<file path="config.mk">
export PLATFORM = sky130hd
export DESIGN_NAME = divisor_nb
export DESIGN_NICKNAME = d
export VERILOG_FILES = /design/src/rtl/divisor_pkg.sv /design/src/rtl/divisor_nb_div_restoring.sv /design/src/rtl/divisor_nb.sv
export SDC_FILE = /design/constraint.sdc
export NUM_CORES = 1
export LEC_CHECK = 0
export ABC_AREA = 0
export BUFFER_PORTS_ARGS = -buffer_cell sky130_fd_sc_hd__buf_4
export CAP_MARGIN = 40
export CORE_ASPECT_RATIO = 1.25
export CORE_MARGIN = 10
export CORE_UTILIZATION = 40
export DETAILED_ROUTE_END_ITERATION = 12
export PLACE_DENSITY = 0.67
export SYNTH_ARGS = -nofsm -noshare
export SYNTH_HDL_FRONTEND = slang
export SYNTH_SLANG_ARGS = --single-unit
</file>
<file path="constraint.sdc">
create_clock -name clk -period 2.58 [get_ports clk]
set_clock_uncertainty 0.15 [all_clocks]
set_input_delay 0.258 -clock clk [delete_from_list [all_inputs] [get_ports clk]]
set_output_delay 0.258 -clock clk [all_outputs]
set_load 0.1 [all_outputs]
</file>
<file path="src/rtl/divisor_pkg.sv">
// Shared encodings for the button-driven divider console: FSM states,
// phase codes shown to the user, and button indices.
package divisor_pkg;

  localparam logic [2:0] S_NUM  = 3'd0;
  localparam logic [2:0] S_DEN  = 3'd1;
  localparam logic [2:0] S_CALC = 3'd2;
  localparam logic [2:0] S_QUO  = 3'd3;
  localparam logic [2:0] S_REM  = 3'd4;

  localparam logic [1:0] PH_NUM = 2'd0;
  localparam logic [1:0] PH_DEN = 2'd1;
  localparam logic [1:0] PH_QUO = 2'd2;
  localparam logic [1:0] PH_REM = 2'd3;

  localparam int BTN_UP   = 0;
  localparam int BTN_DOWN = 1;
  localparam int BTN_OK   = 2;
  localparam int N_BTN    = 3;

  // The calculation phase still shows the denominator, so it reports as DEN.
  function automatic logic [1:0] phase_of(input logic [2:0] st);
    logic [1:0] ph;
    ph = PH_NUM;
    case (st)
      S_NUM:  ph = PH_NUM;
      S_DEN:  ph = PH_DEN;
      S_CALC: ph = PH_DEN;
      S_QUO:  ph = PH_QUO;
      S_REM:  ph = PH_REM;
      default: ph = PH_NUM;
    endcase
    return ph;
  endfunction

endpackage

</file>
<file path="src/rtl/divisor_nb_div_restoring.sv">
// Restoring sequential divider: one quotient bit per clock, MSB first.
// q/r/done are the outcome of the step taken at the coming edge; the owner registers them.
module div_restoring
  import divisor_pkg::*;
#(
  parameter int WIDTH = 4
) (
  input  logic             clk,
  input  logic             rst,
  input  logic             start,
  input  logic [WIDTH-1:0] a,
  input  logic [WIDTH-1:0] b,
  output logic [WIDTH-1:0] q,
  output logic [WIDTH-1:0] r,
  output logic             busy,
  output logic             done
);

  localparam int CW = $clog2(WIDTH + 1);

  logic [WIDTH:0]   prem_q;
  logic [WIDTH-1:0] acc_q;
  logic [WIDTH-1:0] b_q;
  logic [CW-1:0]    cnt_q;
  logic             busy_q;

  logic [WIDTH+1:0] shifted;
  logic [WIDTH+1:0] trial;
  logic             ge;
  logic [WIDTH:0]   prem_d;
  logic [WIDTH-1:0] acc_d;

  // acc_q starts as the dividend and fills with quotient bits from the right.
  always_comb begin
    shifted = {prem_q, acc_q[WIDTH-1]};
    trial   = shifted - {2'b00, b_q};
    ge      = ~trial[WIDTH+1];
    prem_d  = ge ? trial[WIDTH:0] : shifted[WIDTH:0];
    acc_d   = {acc_q[WIDTH-2:0], ge};
  end

  assign q    = acc_d;
  assign r    = prem_d[WIDTH-1:0];
  assign busy = busy_q;
  assign done = busy_q && (cnt_q == CW'(1));

  always_ff @(posedge clk) begin
    if (rst) begin
      busy_q <= 1'b0;
      cnt_q  <= '0;
      prem_q <= '0;
      acc_q  <= '0;
      b_q    <= '0;
    end else if (start) begin
      busy_q <= 1'b1;
      cnt_q  <= CW'(WIDTH);
      prem_q <= '0;
      acc_q  <= a;
      b_q    <= b;
    end else if (busy_q) begin
      prem_q <= prem_d;
      acc_q  <= acc_d;
      cnt_q  <= cnt_q - CW'(1);
      if (cnt_q == CW'(1)) begin
        busy_q <= 1'b0;
      end
    end
  end

endmodule

</file>
<file path="src/rtl/divisor_nb.sv">
// Button-driven divider console: edit numerator and denominator with up/down,
// confirm with ok, then step through quotient and remainder on the LEDs.
module divisor_nb
  import divisor_pkg::*;
#(
  parameter int WIDTH = 4
) (
  input  logic             clk,
  input  logic             rst,
  input  logic             up,
  input  logic             down,
  input  logic             ok,
  output logic [WIDTH-1:0] leds,
  output logic [1:0]       phase,
  output logic             busy,
  output logic             done,
  output logic             div_zero
);

  logic [N_BTN-1:0] btn_pin;
  logic [N_BTN-1:0] press;

  assign btn_pin = {ok, down, up};

  // Active-low pins: a press is the first synchronised low after a high.
  generate
    for (genvar gi = 0; gi < N_BTN; gi++) begin : g_btn
      logic sync1_q;
      logic sync2_q;
      logic prev_q;

      always_ff @(posedge clk) begin
        if (rst) begin
          sync1_q <= 1'b1;
          sync2_q <= 1'b1;
          prev_q  <= 1'b1;
        end else begin
          sync1_q <= btn_pin[gi];
          sync2_q <= sync1_q;
          prev_q  <= sync2_q;
        end
      end

      assign press[gi] = ~sync2_q & prev_q;
    end
  endgenerate

  logic press_up;
  logic press_down;
  logic press_ok;

  assign press_up   = press[BTN_UP];
  assign press_down = press[BTN_DOWN];
  assign press_ok   = press[BTN_OK];

  logic [2:0]       state_q, state_d;
  logic [WIDTH-1:0] num_q, num_d;
  logic [WIDTH-1:0] den_q, den_d;
  logic [WIDTH-1:0] quo_q, quo_d;
  logic [WIDTH-1:0] rem_q, rem_d;
  logic             dz_q, dz_d;
  logic             done_q, done_d;

  logic             div_start;
  logic [WIDTH-1:0] div_q;
  logic [WIDTH-1:0] div_r;
  logic             div_busy;
  logic             div_done;

  div_restoring #(
    .WIDTH(WIDTH)
  ) u_div (
    .clk   (clk),
    .rst   (rst),
    .start (div_start),
    .a     (num_q),
    .b     (den_q),
    .q     (div_q),
    .r     (div_r),
    .busy  (div_busy),
    .done  (div_done)
  );

  // Wrapping edit; opposing presses in the same cycle cancel out.
  function automatic logic [WIDTH-1:0] edit_val(input logic [WIDTH-1:0] v,
                                                input logic inc,
                                                input logic dec);
    logic [WIDTH-1:0] res;
    res = v;
    if (inc && !dec) begin
      res = v + WIDTH'(1);
    end else if (dec && !inc) begin
      res = v - WIDTH'(1);
    end
    return res;
  endfunction

  always_comb begin
    state_d   = state_q;
    num_d     = num_q;
    den_d     = den_q;
    quo_d     = quo_q;
    rem_d     = rem_q;
    dz_d      = dz_q;
    done_d    = 1'b0;
    div_start = 1'b0;
    case (state_q)
      S_NUM: begin
        if (press_ok) begin
          state_d = S_DEN;
        end else begin
          num_d = edit_val(num_q, press_up, press_down);
        end
      end
      S_DEN: begin
        if (press_ok) begin
          if (den_q == '0) begin
            // Zero divisor skips the divider and reports a saturated quotient.
            state_d = S_QUO;
            quo_d   = '1;
            rem_d   = num_q;
            dz_d    = 1'b1;
            done_d  = 1'b1;
          end else begin
            state_d   = S_CALC;
            div_start = 1'b1;
            dz_d      = 1'b0;
          end
        end else begin
          den_d = edit_val(den_q, press_up, press_down);
        end
      end
      S_CALC: begin
        if (div_done) begin
          state_d = S_QUO;
          quo_d   = div_q;
          rem_d   = div_r;
          done_d  = 1'b1;
        end
      end
      S_QUO: begin
        if (press_ok) begin
          state_d = S_REM;
        end
      end
      S_REM: begin
        if (press_ok) begin
          state_d = S_NUM;
        end
      end
      default: state_d = S_NUM;
    endcase
  end

  always_ff @(posedge clk) begin
    if (rst) begin
      state_q <= S_NUM;
      num_q   <= '0;
      den_q   <= '0;
      quo_q   <= '0;
      rem_q   <= '0;
      dz_q    <= 1'b0;
      done_q  <= 1'b0;
    end else begin
      state_q <= state_d;
      num_q   <= num_d;
      den_q   <= den_d;
      quo_q   <= quo_d;
      rem_q   <= rem_d;
      dz_q    <= dz_d;
      done_q  <= done_d;
    end
  end

  always_comb begin
    leds = num_q;
    case (state_q)
      S_NUM:  leds = num_q;
      S_DEN:  leds = den_q;
      S_CALC: leds = den_q;
      S_QUO:  leds = quo_q;
      S_REM:  leds = rem_q;
      default: leds = num_q;
    endcase
  end

  assign phase    = phase_of(state_q);
  assign busy     = div_busy;
  assign done     = done_q;
  assign div_zero = dz_q;

endmodule

</file>
==> metrics.md, run 1 <==
| Metric | Value |
|---|---|
| Status | `finished clean` |
| Combined area of the multi-input logic cells | `1530 um^2` |
| Critical path endpoint category | `output pin` |
| Post-CTS Hold Buffers | `3` |
| VDD IR-drop max | `266 uV` |
| Syn. warnings | `0` |
| Synthesis-to-layout area growth | `11.4%` |
| Mean post-synth cell area | `8.96 um^2` |
| Buffers inserted by post-CTS timing repair | `0` |
| Cell Area, Synth | `2590 um^2` |
| Residual DRC count | `0` |
| Post-DP Area | `2770 um^2` |
| FFs w/ async S/R, synth | `0` |
| Non-Filler Instances | `388` |
| Detailed Route Iter0 Violations | `107` |
| Clk sinks | `47` |
| Placed cells | `378` |
| Max incr delay on CP | `0.50 ns` |
| Seq cells post-synth | `47` |
| Routed length per instance | `14.5 um` |
| Vias per inst | `5.30` |
| CTS tree | `yes` |
| First-pass GRT wire length | `9.72 mm` |
| Worst Hold Class | `in2reg` |
| Max clock buf depth | `2` |
| Synth top area cells | `dfxtp_1 36%, mux2i_1 5.8%, nor2_1 5.8%` |
| Largest net degree at the start of global routing | `47` |
| Layout net count | `322` |
| Core ar. | `6250 um^2` |
| Least-Margin Pin Slew | `0.564 ns` |
| Register Area | `941 um^2` |
| Post-CTS sizing | `0` |
| H-tree Lvls | `2` |
| Slew Viols, Final | `0` |
| Synth top area share | `0.363` |
| Pwr Density | `488 nW/um^2` |
| Overall Power | `1.41 mW` |
| Slowest-stage cell, CP | `dfxtp_1` |
| Crit path max fanout | `9` |
| Vias in the first global route | `2,018` |
| Final Routed Wirelength | `5.62 mm` |
| Critical Path, Cell by Cell | `inv_1, nand3_1, o22ai_1, a21oi_2, buf_4` |
| Layout Cell Area excl Fill | `2890 um^2` |
| Clock tree root driver cell | `clkbuf_8` |
| Yosys top cell by area | `dfxtp_1` |
| Num ports | `14` |
| Die Span X | `92.0 um` |
| Gp weighted congestion | `0.805` |
| Pre-antenna DRT Iters | `4` |
| Cell row count | `32` |
| GRT overflow | `0` |
| Fillers | `649` |
| Clock-pin slew on the worst setup and hold paths | `0.09 ns` |
| Post-DP HPWL | `4.16 mm` |
| Die area | `10,100 um^2` |
| Setup Viol. Count Final | `0` |
| Rel. slew slack | `0.621` |
| Initial antenna violation count | `0` |
| Setup crit start kind | `register` |
| Max Cap Viol | `0` |
| Layout cells sized above 1 | `0.185` |
| Post-route ant nets | `0` |
| DP Worst Slack | `0.303 ns` |
| Post-layout min period | `2.29 ns` |
| Syn Nets | `308` |
| Post-synth EDFFs | `0` |
| Routed via count | `2,057` |
| Register area share after synthesis | `0.363` |
| P_leak | `1.06 nW` |
| RSZ-0062 raised after global routing | `no` |
| # diodes | `0` |
| Synth cell types | `56` |
| CP arrival | `1.88 ns` |
| Type of the worst setup path | `reg2out` |
| Final period utilization | `0.886` |
| IO Port Bufs | `13` |
| GR Util All Layers | `0.116` |
| WP data required | `2.17 ns` |
| Final worst slack | `0.295 ns` |
| Die height | `110 um` |
| Initial core utilization | `0.415` |
| CTS buffer count | `5` |
| Max Clk Rate | `438 MHz` |
| Prevailing post-synth register cell | `dfxtp_1` |
| Clock Latency Late Sink | `0.30 ns` |
| Final Hold Vio Count | `0` |
| Post-route setup TNS | `0 ns` |
| Mapped Cells | `289` |
cell usage after synthesis, types with 2 or more instances:
cell type,n
a211o_1,2
a211oi_1,7
a211oi_2,2
a21o_1,3
a21oi_1,13
a22oi_1,2
buf_2,5
buf_4,2
buf_6,2
clkbuf_1,7
dfxtp_1,47
fa_1,3
ha_1,11
inv_1,11
mux2i_1,15
nand2_1,10
nand2b_1,10
nand3_1,5
nand3b_1,2
nand4_1,4
nand4b_1,3
nor2_1,40
nor2b_1,7
nor3_1,7
nor3b_1,3
o21ai_0,6
o22ai_1,9
o31ai_1,2
or2_2,9
or3_1,2
xnor2_1,9
xor2_1,5
worst max-delay path: cells and delay by family, from the launching register on:
family	cells	cell delay, ns
buffers and inverters	2	0.53
and+or+nand+nor	1	0.24
AOI/OAI and AO/OA	2	0.29
DFF	1	0.50
cell families (layout without fill, tap and decap cells):
logic type | Yosys count | after routing | synth area share
muxes | 16 | 16 | 0.0638
DFF | 47 | 47 | 0.363
xor gates and xnor gates | 14 | 14 | 0.0473
AOI/OAI and AO/OA | 59 | 59 | 0.167
buffers and inverters | 29 | 43 | 0.0536
and+or+nand+nor | 110 | 110 | 0.228
adders and majority gates | 14 | 14 | 0.0763
cells in the final DEF (no fill, tap or decap), types with 7 or more instances in the layout:
| cell | netlist | routed |
|---|---|---|
| dfxtp_1 | 47 | 47 |
| nor2_1 | 40 | 40 |
| buf_4 | 2 | 20 |
| mux2i_1 | 15 | 15 |
| inv_1 | 11 | 11 |
| ha_1 | 11 | 11 |
| nand2b_1 | 10 | 10 |
| nand2_1 | 10 | 10 |
| xnor2_1 | 9 | 9 |
| o22ai_1 | 9 | 9 |
| a21oi_1 | 13 | 9 |
| or2_2 | 9 | 9 |
| nor2b_1 | 7 | 7 |
| nor3_1 | 7 | 7 |
| a211oi_1 | 7 | 7 |
registers in the layout, indices dropped and copies added, names as in the netlist, 4 cells and up:
| register | cells |
|---|---|
| u_div.prem_q | 5 |
| u_div.b_q | 4 |
| rem_q | 4 |
| num_q | 4 |
| quo_q | 4 |
| u_div.acc_q | 4 |
| den_q | 4 |
where the power goes:
part	internal [mW]	leakage [nW]	switching, mW
Clock	0.185	0.0440	0.240
Combinational	0.0715	0.632	0.150
Sequential	0.741	0.381	0.0209
Total	0.998	1.06	0.411
layout make-up:
type,instances,share of cell area
clock inverters,2,0.00477
multi-input cells,213,0.529
repair buffers,23,0.0624
flip-flops and latches,47,0.326
inverters,13,0.0173
clock buffers,5,0.0239
well taps,85,0.0369
metrics by stage:
stage / hold WS [ns] / util
CTS: 0.227 / 0.462
global route: 0.252 / 0.462
floorplan: 0.212 / -
finish: 0.236 / 0.462
detailed placement: 0.245 / 0.444
global placement: 0.245 / 0.444
path summary, 6_finish.rpt:
kind | from | endpoint | slack [ns] | cells past startpoint
worst max register to register | g_btn[1].sync2_q | den_q[3] | 0.31 | 9
worst min-delay path | rst | state_q[2] | 0.24 | 2
worst max-delay path | state_q[1] | leds[0] | 0.29 | 5
worst min register to register | g_btn[0].sync1_q | g_btn[0].sync2_q | 0.26 | 1
per-layer routing:
metal	up-vias	GRT usage	wire (um)
met2	37	0.200	2860
met3	6	0.0232	208
li1	1043	-	-
met4	0	0.0320	65
met1	971	0.143	2490
met5	-	0	0
Note: power is estimated with default switching activity, not from simulation.
==> inputs of run 2 (changes only) <==
--- a/config.mk
+++ b/config.mk
@@ -15,4 +15,5 @@
 export PLACE_DENSITY = 0.67
 export SYNTH_ARGS = -nofsm -noshare
 export SYNTH_HDL_FRONTEND = slang
+export SYNTH_HIERARCHICAL = 1
 export SYNTH_SLANG_ARGS = --single-unit
==> run 2 against run 1 <==
Global-route usage fell by 0.96 points. Worst hold slack got worse by 0.020 ns. Sequential share of layout area fell by 0.31 points. Flip-flop and latch count did not move. Largest power group unchanged. Clock power rose by 51%. Via count fell by 2.3%.
==> metrics.md, run 2 <==
| Metric | Value |
|---|---|
| Setup crit start kind | `register` |
| Max incr delay on CP | `0.38 ns` |
| DP Worst Slack | `0.378 ns` |
| Post-CTS sizing | `0` |
| Max FFs per register | `5` |
| Synthesis-to-layout area growth | `11.5%` |
| Final worst slack | `0.250 ns` |
| Top cells by count, synth | `47 x dfxtp_1, 39 x nor2_1, 16 x mux2i_1` |
| Type of the worst setup path | `reg2out` |
| Die height | `110 um` |
| CP arrival | `1.92 ns` |
| Vias in the first global route | `1,872` |
| RSZ-0062 raised after global routing | `no` |
| P_leak | `1.14 nW` |
| Mapped Cells | `291` |
| CTS buffer count | `5` |
| Num ports | `14` |
| Syn Nets | `310` |
| Max Cap Viol | `0` |
| Vias per inst | `5.23` |
| Synth top area share | `0.360` |
| Largest net degree at the start of global routing | `46` |
| Post-DP Area | `2750 um^2` |
| Die area | `10,200 um^2` |
| Max clock buf depth | `2` |
| Mean post-synth cell area | `8.98 um^2` |
| Max Clk Rate | `429 MHz` |
| Layout net count | `317` |
| IO Port Bufs | `13` |
| Detailed Route Iter0 Violations | `113` |
| # diodes | `0` |
| Pre-antenna DRT Iters | `4` |
| Met3 routed WL | `165 um` |
| Gp weighted congestion | `0.867` |
| Initial antenna violation count | `0` |
| Clock tree root driver cell | `clkbuf_8` |
| Syn. warnings | `6` |
| Cell Area, Synth | `2610 um^2` |
| Least-Margin Pin Slew | `0.588 ns` |
| Non-Filler Instances | `384` |
| Post-route ant nets | `0` |
| Crit path max fanout | `8` |
| Routed length per instance | `13.5 um` |
| Routed via count | `2,010` |
| Top sig layer | `met4` |
| Cell row count | `32` |
| Layout cells sized above 1 | `0.181` |
| GRT overflow | `0` |
| Final period utilization | `0.903` |
| Synth cell types | `57` |
| Initial core utilization | `0.418` |
| Layout Cell Area excl Fill | `2910 um^2` |
| Die Span X | `92.3 um` |
| Clock-pin slew on the worst setup and hold paths | `0.09 ns` |
| Pwr Density | `547 nW/um^2` |
| Post-layout min period | `2.33 ns` |
| Overall Power | `1.59 mW` |
| Placed cells | `373` |
| Slew Viols, Final | `0` |
| Residual DRC count | `0` |
| Metal2 WL | `2.42 mm` |
| Prevailing post-synth register cell | `dfxtp_1` |
| Final Hold Vio Count | `0` |
| Slowest-stage cell, CP | `dfxtp_1` |
| Final Routed Wirelength | `5.19 mm` |
| Clock Latency Late Sink | `0.31 ns` |
| H-tree Lvls | `2` |
| Rel. slew slack | `0.607` |
| Status | `finished clean` |
| Most frequent cells in the layout | `47 x dfxtp_1, 39 x nor2_1, 22 x buf_4` |
| CTS tree | `yes` |
| Synth top area cells | `dfxtp_1 36%, mux2i_1 6.1%, nor2_1 5.6%` |
| Core ar. | `6250 um^2` |
| Clk sinks | `47` |
| WP data required | `2.17 ns` |
| FFs w/ async S/R, synth | `0` |
| Combinational share of power | `0.118` |
| P_sw | `397 uW` |
| Post-route setup TNS | `0 ns` |
| Most common cell after layout, fill and taps aside | `dfxtp_1` |
| Power share of the clock group | `0.403` |
| Yosys top cell by area | `dfxtp_1` |
| Register area share after synthesis | `0.360` |
| Critical Path, Cell by Cell | `nor2_1, and2_0, a22oi_1, o21ai_2, buf_4` |
| VDD IR-drop max | `305 uV` |
| Post-synth EDFFs | `0` |
| GR Util All Layers | `0.106` |
| First-pass GRT wire length | `8.80 mm` |
| Setup Viol. Count Final | `0` |
| Largest reg by FF count | `u_div/prem_q` |
| Top-count cell post-synth | `dfxtp_1` |
| Cell Int Power | `1.20 mW` |
| Post-DP HPWL | `3.76 mm` |
| Register share of total power | `0.479` |
| Net Sw Frac | `0.249` |
| M1 WL | `2.45 mm` |
| Seq cells post-synth | `47` |
| Critical path endpoint category | `output pin` |
| Worst Hold Class | `in2reg` |
-- run 2: repair_timing --
item | in CTS | in global routing
endpoints found under the hold margin | 3 | 0
setup endpoints to repair | 0 | 0
buffers inserted | 0 | 0
hold buffers | 3 | 0
-- run 2: through the flow --
stage / hold WS, ns / utilization
final: 0.216 / 0.466
after global routing: 0.242 / 0.466
after CTS: 0.229 / 0.466
after detailed placement: 0.247 / 0.440
after global placement: 0.243 / 0.440
after floorplan: 0.174 / -
-- run 2: area by class of cell --
type	instances	area [um^2]
timing repair buffer	25	195
sequential	47	941
multi-input combinational	208	1500
inverter	11	41.3
clock buffer	6	72.6
tap	85	106
clock inverter	2	60.1
fill	614	3330
-- run 2: power groups by stage --
stage	Combinational, mW	Clock (mW)	Sequential, mW
after floorplan	0.148	0	0.773
after global placement	0.182	0	0.780
after detailed placement	0.186	0	0.780
after CTS	0.190	0.650	0.763
after global routing	0.204	0.673	0.765
final	0.188	0.642	0.762
-- run 2: routing by layer --
layer,vias up,track usage
li1,1026,-
met1,941,0.126
met2,35,0.179
met3,8,0.0189
met4,0,0.0574
met5,-,0
-- run 2: cells by family after synthesis --
kind of cell / share of synthesized area
flops: 0.360
fa+ha+maj: 0.0757
mux: 0.0872
buf+inv: 0.0699
compound gates: 0.152
simple gates: 0.221
xor+xnor: 0.0335
-- run 2: worst paths after layout --
kind | from | to | slack, ns | cells past startpoint
hold reg to reg | g_btn[1].sync1_q | g_btn[1].sync2_q | 0.27 | 1
hold / removal | rst | u_div/b_q[3] | 0.22 | 2
setup / recovery | state_q[1] | leds[0] | 0.25 | 5
setup reg to reg | u_div/b_q[1] | rem_q[0] | 0.36 | 10
-- run 2: critical path: cells and delay by family (launching register included) --
kind	cells	cell delay, ns
simple gates	2	0.69
compound gates	2	0.24
flops	1	0.38
buf+inv	1	0.31
==> inputs of run 3 (changes only) <==
--- a/config.mk
+++ b/config.mk
@@ -5,7 +5,7 @@
 export SDC_FILE = /design/constraint.sdc
 export NUM_CORES = 1
 export LEC_CHECK = 0
-export ABC_AREA = 0
+export ABC_AREA = 1
 export BUFFER_PORTS_ARGS = -buffer_cell sky130_fd_sc_hd__buf_4
 export CAP_MARGIN = 40
 export CORE_ASPECT_RATIO = 1.25
==> run 3 against run 2 <==
Setup slack better by 0.074 ns. Fmax grew 3.3%. Final cell count is 28% higher. Cell area rose by 3.0%. Area after synthesis increased by 3.7%. Critical path type unchanged. Critical endpoint is now leds[1]. Largest cell class unchanged.
==> metrics.md, run 3 <==
| Metric | Value |
|---|---|
| Pwr Density | `804 nW/um^2` |
| Initial antenna violation count | `0` |
| Worst r2r src | `g_btn[1].sync2_q` |
| Critical Path, Cell by Cell | `inv_2, nand3_2, nand2_1, nor2_2, nand2_1, nand2_2, buf_4` |
| Register share of total power | `0.352` |
| Crit. Startpoint | `state_q[2]` |
| WP data required | `2.17 ns` |
| Residual DRC count | `0` |
| Synthesis-to-layout area growth | `10.7%` |
| Largest net degree at the start of global routing | `18` |
| Prevailing post-synth register cell | `dfxtp_1` |
| Rel. slew slack | `0.624` |
| Register area share after synthesis | `0.347` |
| Die Span X | `93.6 um` |
| Syn Nets | `407` |
| Most common cell after layout, fill and taps aside | `nand2_1` |
| Syn. warnings | `6` |
| Cell Area, Synth | `2710 um^2` |
| Status | `finished clean` |
| Synth top area cells | `dfxtp_1 35%, nand2_1 13%, nand3_1 6.6%` |
| CP most frequent cell | `nand2_1` |
| Most frequent cells in the layout | `89 x nand2_1, 47 x dfxtp_1, 46 x inv_1` |
| Die area | `10,500 um^2` |
| Synth top area share | `0.347` |
| Type of the worst setup path | `reg2out` |
| Mapped Cells | `388` |
| Finished Core Util | `0.457` |
| IO Port Bufs | `13` |
| FFs w/ async S/R, synth | `0` |
| Max Clk Rate | `443 MHz` |
| RSZ-0062 raised after global routing | `no` |
| Final period utilization | `0.874` |
| # diodes | `0` |
| Final Hold Vio Count | `0` |
| Num ports | `14` |
| Hold Crit Start | `rst` |
| Post-synth EDFFs | `0` |
| Clock-pin slew on the worst setup and hold paths | `0.09 ns` |
| Clock Latency Late Sink | `0.30 ns` |
| Detailed Route Iter0 Violations | `114` |
| Post-CTS sizing | `0` |
| R2R Setup Slk | `0.61 ns` |
| Routed via count | `2,368` |
| GRT overflow | `0` |
| H-tree Lvls | `2` |
| Crit path max fanout | `7` |
| Overall Power | `2.41 mW` |
| CP arrival | `1.85 ns` |
| Fillers | `656` |
| Mean post-synth cell area | `6.98 um^2` |
| Die height | `112 um` |
| Final Routed Wirelength | `5.88 mm` |
| Core ar. | `6570 um^2` |
| Seq cells post-synth | `47` |
| Critical path endpoint category | `output pin` |
| Clk sinks | `47` |
| Clock tree root driver cell | `clkbuf_8` |
| Setup Viol. Count Final | `0` |
| Largest reg by FF count | `u_div/prem_q` |
| Layout cells sized above 1 | `0.189` |
| Vias in the first global route | `2,256` |
| Post-layout min period | `2.26 ns` |
| Combinational share of power | `0.433` |
| P_leak | `1.46 nW` |
| Post-route setup TNS | `0 ns` |
| Max Cap Viol | `0` |
| Vias per inst | `4.83` |
| Initial core utilization | `0.413` |
| Placed cells | `480` |
| Max clock buf depth | `2` |
| Gp weighted congestion | `0.869` |
| CTS tree | `yes` |
| P_sw | `1.07 mW` |
| Top-count cell post-synth | `nand2_1` |
| Top cells by count, synth | `93 x nand2_1, 47 x dfxtp_1, 46 x inv_1` |
| Net Sw Frac | `0.445` |
| Max FFs per register | `5` |
| Cell Int Power | `1.34 mW` |
| CTS buffer count | `5` |
| Routed length per instance | `12.0 um` |
| Worst Hold Class | `in2reg` |
| Post-DP HPWL | `4.47 mm` |
| Slew Viols, Final | `0` |
| Post-route ant nets | `0` |
| First-pass GRT wire length | `10.1 mm` |
| VDD IR-drop max | `788 uV` |
| Setup crit start kind | `register` |
| Power share of the clock group | `0.215` |
| Max incr delay on CP | `0.53 ns` |
| Yosys top cell by area | `dfxtp_1` |
| Synth cell types | `33` |
| Buffers inserted by post-CTS timing repair | `0` |
| Least-Margin Pin Slew | `0.563 ns` |
| Cell row count | `33` |
| Slowest-stage cell, CP | `dfxtp_1` |
| GR Util All Layers | `0.116` |
| Layout net count | `422` |
| Non-Filler Instances | `490` |
| Pre-antenna DRT Iters | `4` |
[run 3: critical path, delay by kind of cell, from the launching register on]
kind / cells / cell delay (ns)
simple gates: 5 / 0.61
flops: 1 / 0.53
buf+inv: 2 / 0.40
[run 3: path summary, 6_finish.rpt]
| path | to | cells past startpoint |
|---|---|---|
| worst max-delay path | leds[1] | 7 |
| worst min-delay path | den_q[3] | 2 |
| worst max register to register | num_q[3] | 11 |
| worst min register to register | g_btn[1].sync2_q | 1 |
[run 3: cells by family after synthesis]
logic type	synth area share
AND/OR/NAND/NOR	0.379
buffers and inverters	0.114
flip-flops	0.347
AO/OA/AOI/OAI	0.0734
adder cells (fa/ha/maj)	0.0729
XOR/XNOR	0.0129
[run 3: layout make-up]
type | count | area [um^2] | area share
clock inverters | 1 | 30.0 | 0.0100
clock buffers | 6 | 72.6 | 0.0242
multi-input cells | 271 | 1470 | 0.490
well taps | 87 | 109 | 0.0363
inverters | 57 | 214 | 0.0713
flip-flops and latches | 47 | 941 | 0.314
repair buffers | 21 | 165 | 0.0550
[run 3: stage by stage]
stage / hold WS (ns) / setup slack (ns) / area (um^2)
4_1_cts: 0.0976 / 0.314 / 3000
3_3_place_gp: 0.243 / 0.621 / 2870
3_5_place_dp: 0.245 / 0.614 / 2870
6_report: 0.108 / 0.324 / 3000
2_1_floorplan: 0.177 / 0.0614 / 2720
5_1_grt: 0.110 / 0.179 / 3000
[run 3: layer usage]
layer  GRT usage  wire length (um)  part of all wire  vias up
li1            -                 -                 -     1239
met1       0.130              2610              0.44     1080
met2       0.203              2860              0.49       37
met3      0.0293               272             0.046       12
met4      0.0447               138             0.023        0
met5           0                 0                 0        -
[run 3: timing repair]
action,in CTS,in global routing
endpoints found under the setup margin,0,0
hold buffers,3,0
endpoints found under the hold margin,3,0
[run 3: power by group through the flow]
stage	clock network [mW]	logic [mW]	registers (mW)
after CTS	0.538	1.05	0.850
after global placement	0	1.02	0.867
final	0.518	1.05	0.850
after detailed placement	0	1.04	0.867
after global routing	0.567	1.15	0.860
after floorplan	0	0.805	0.893
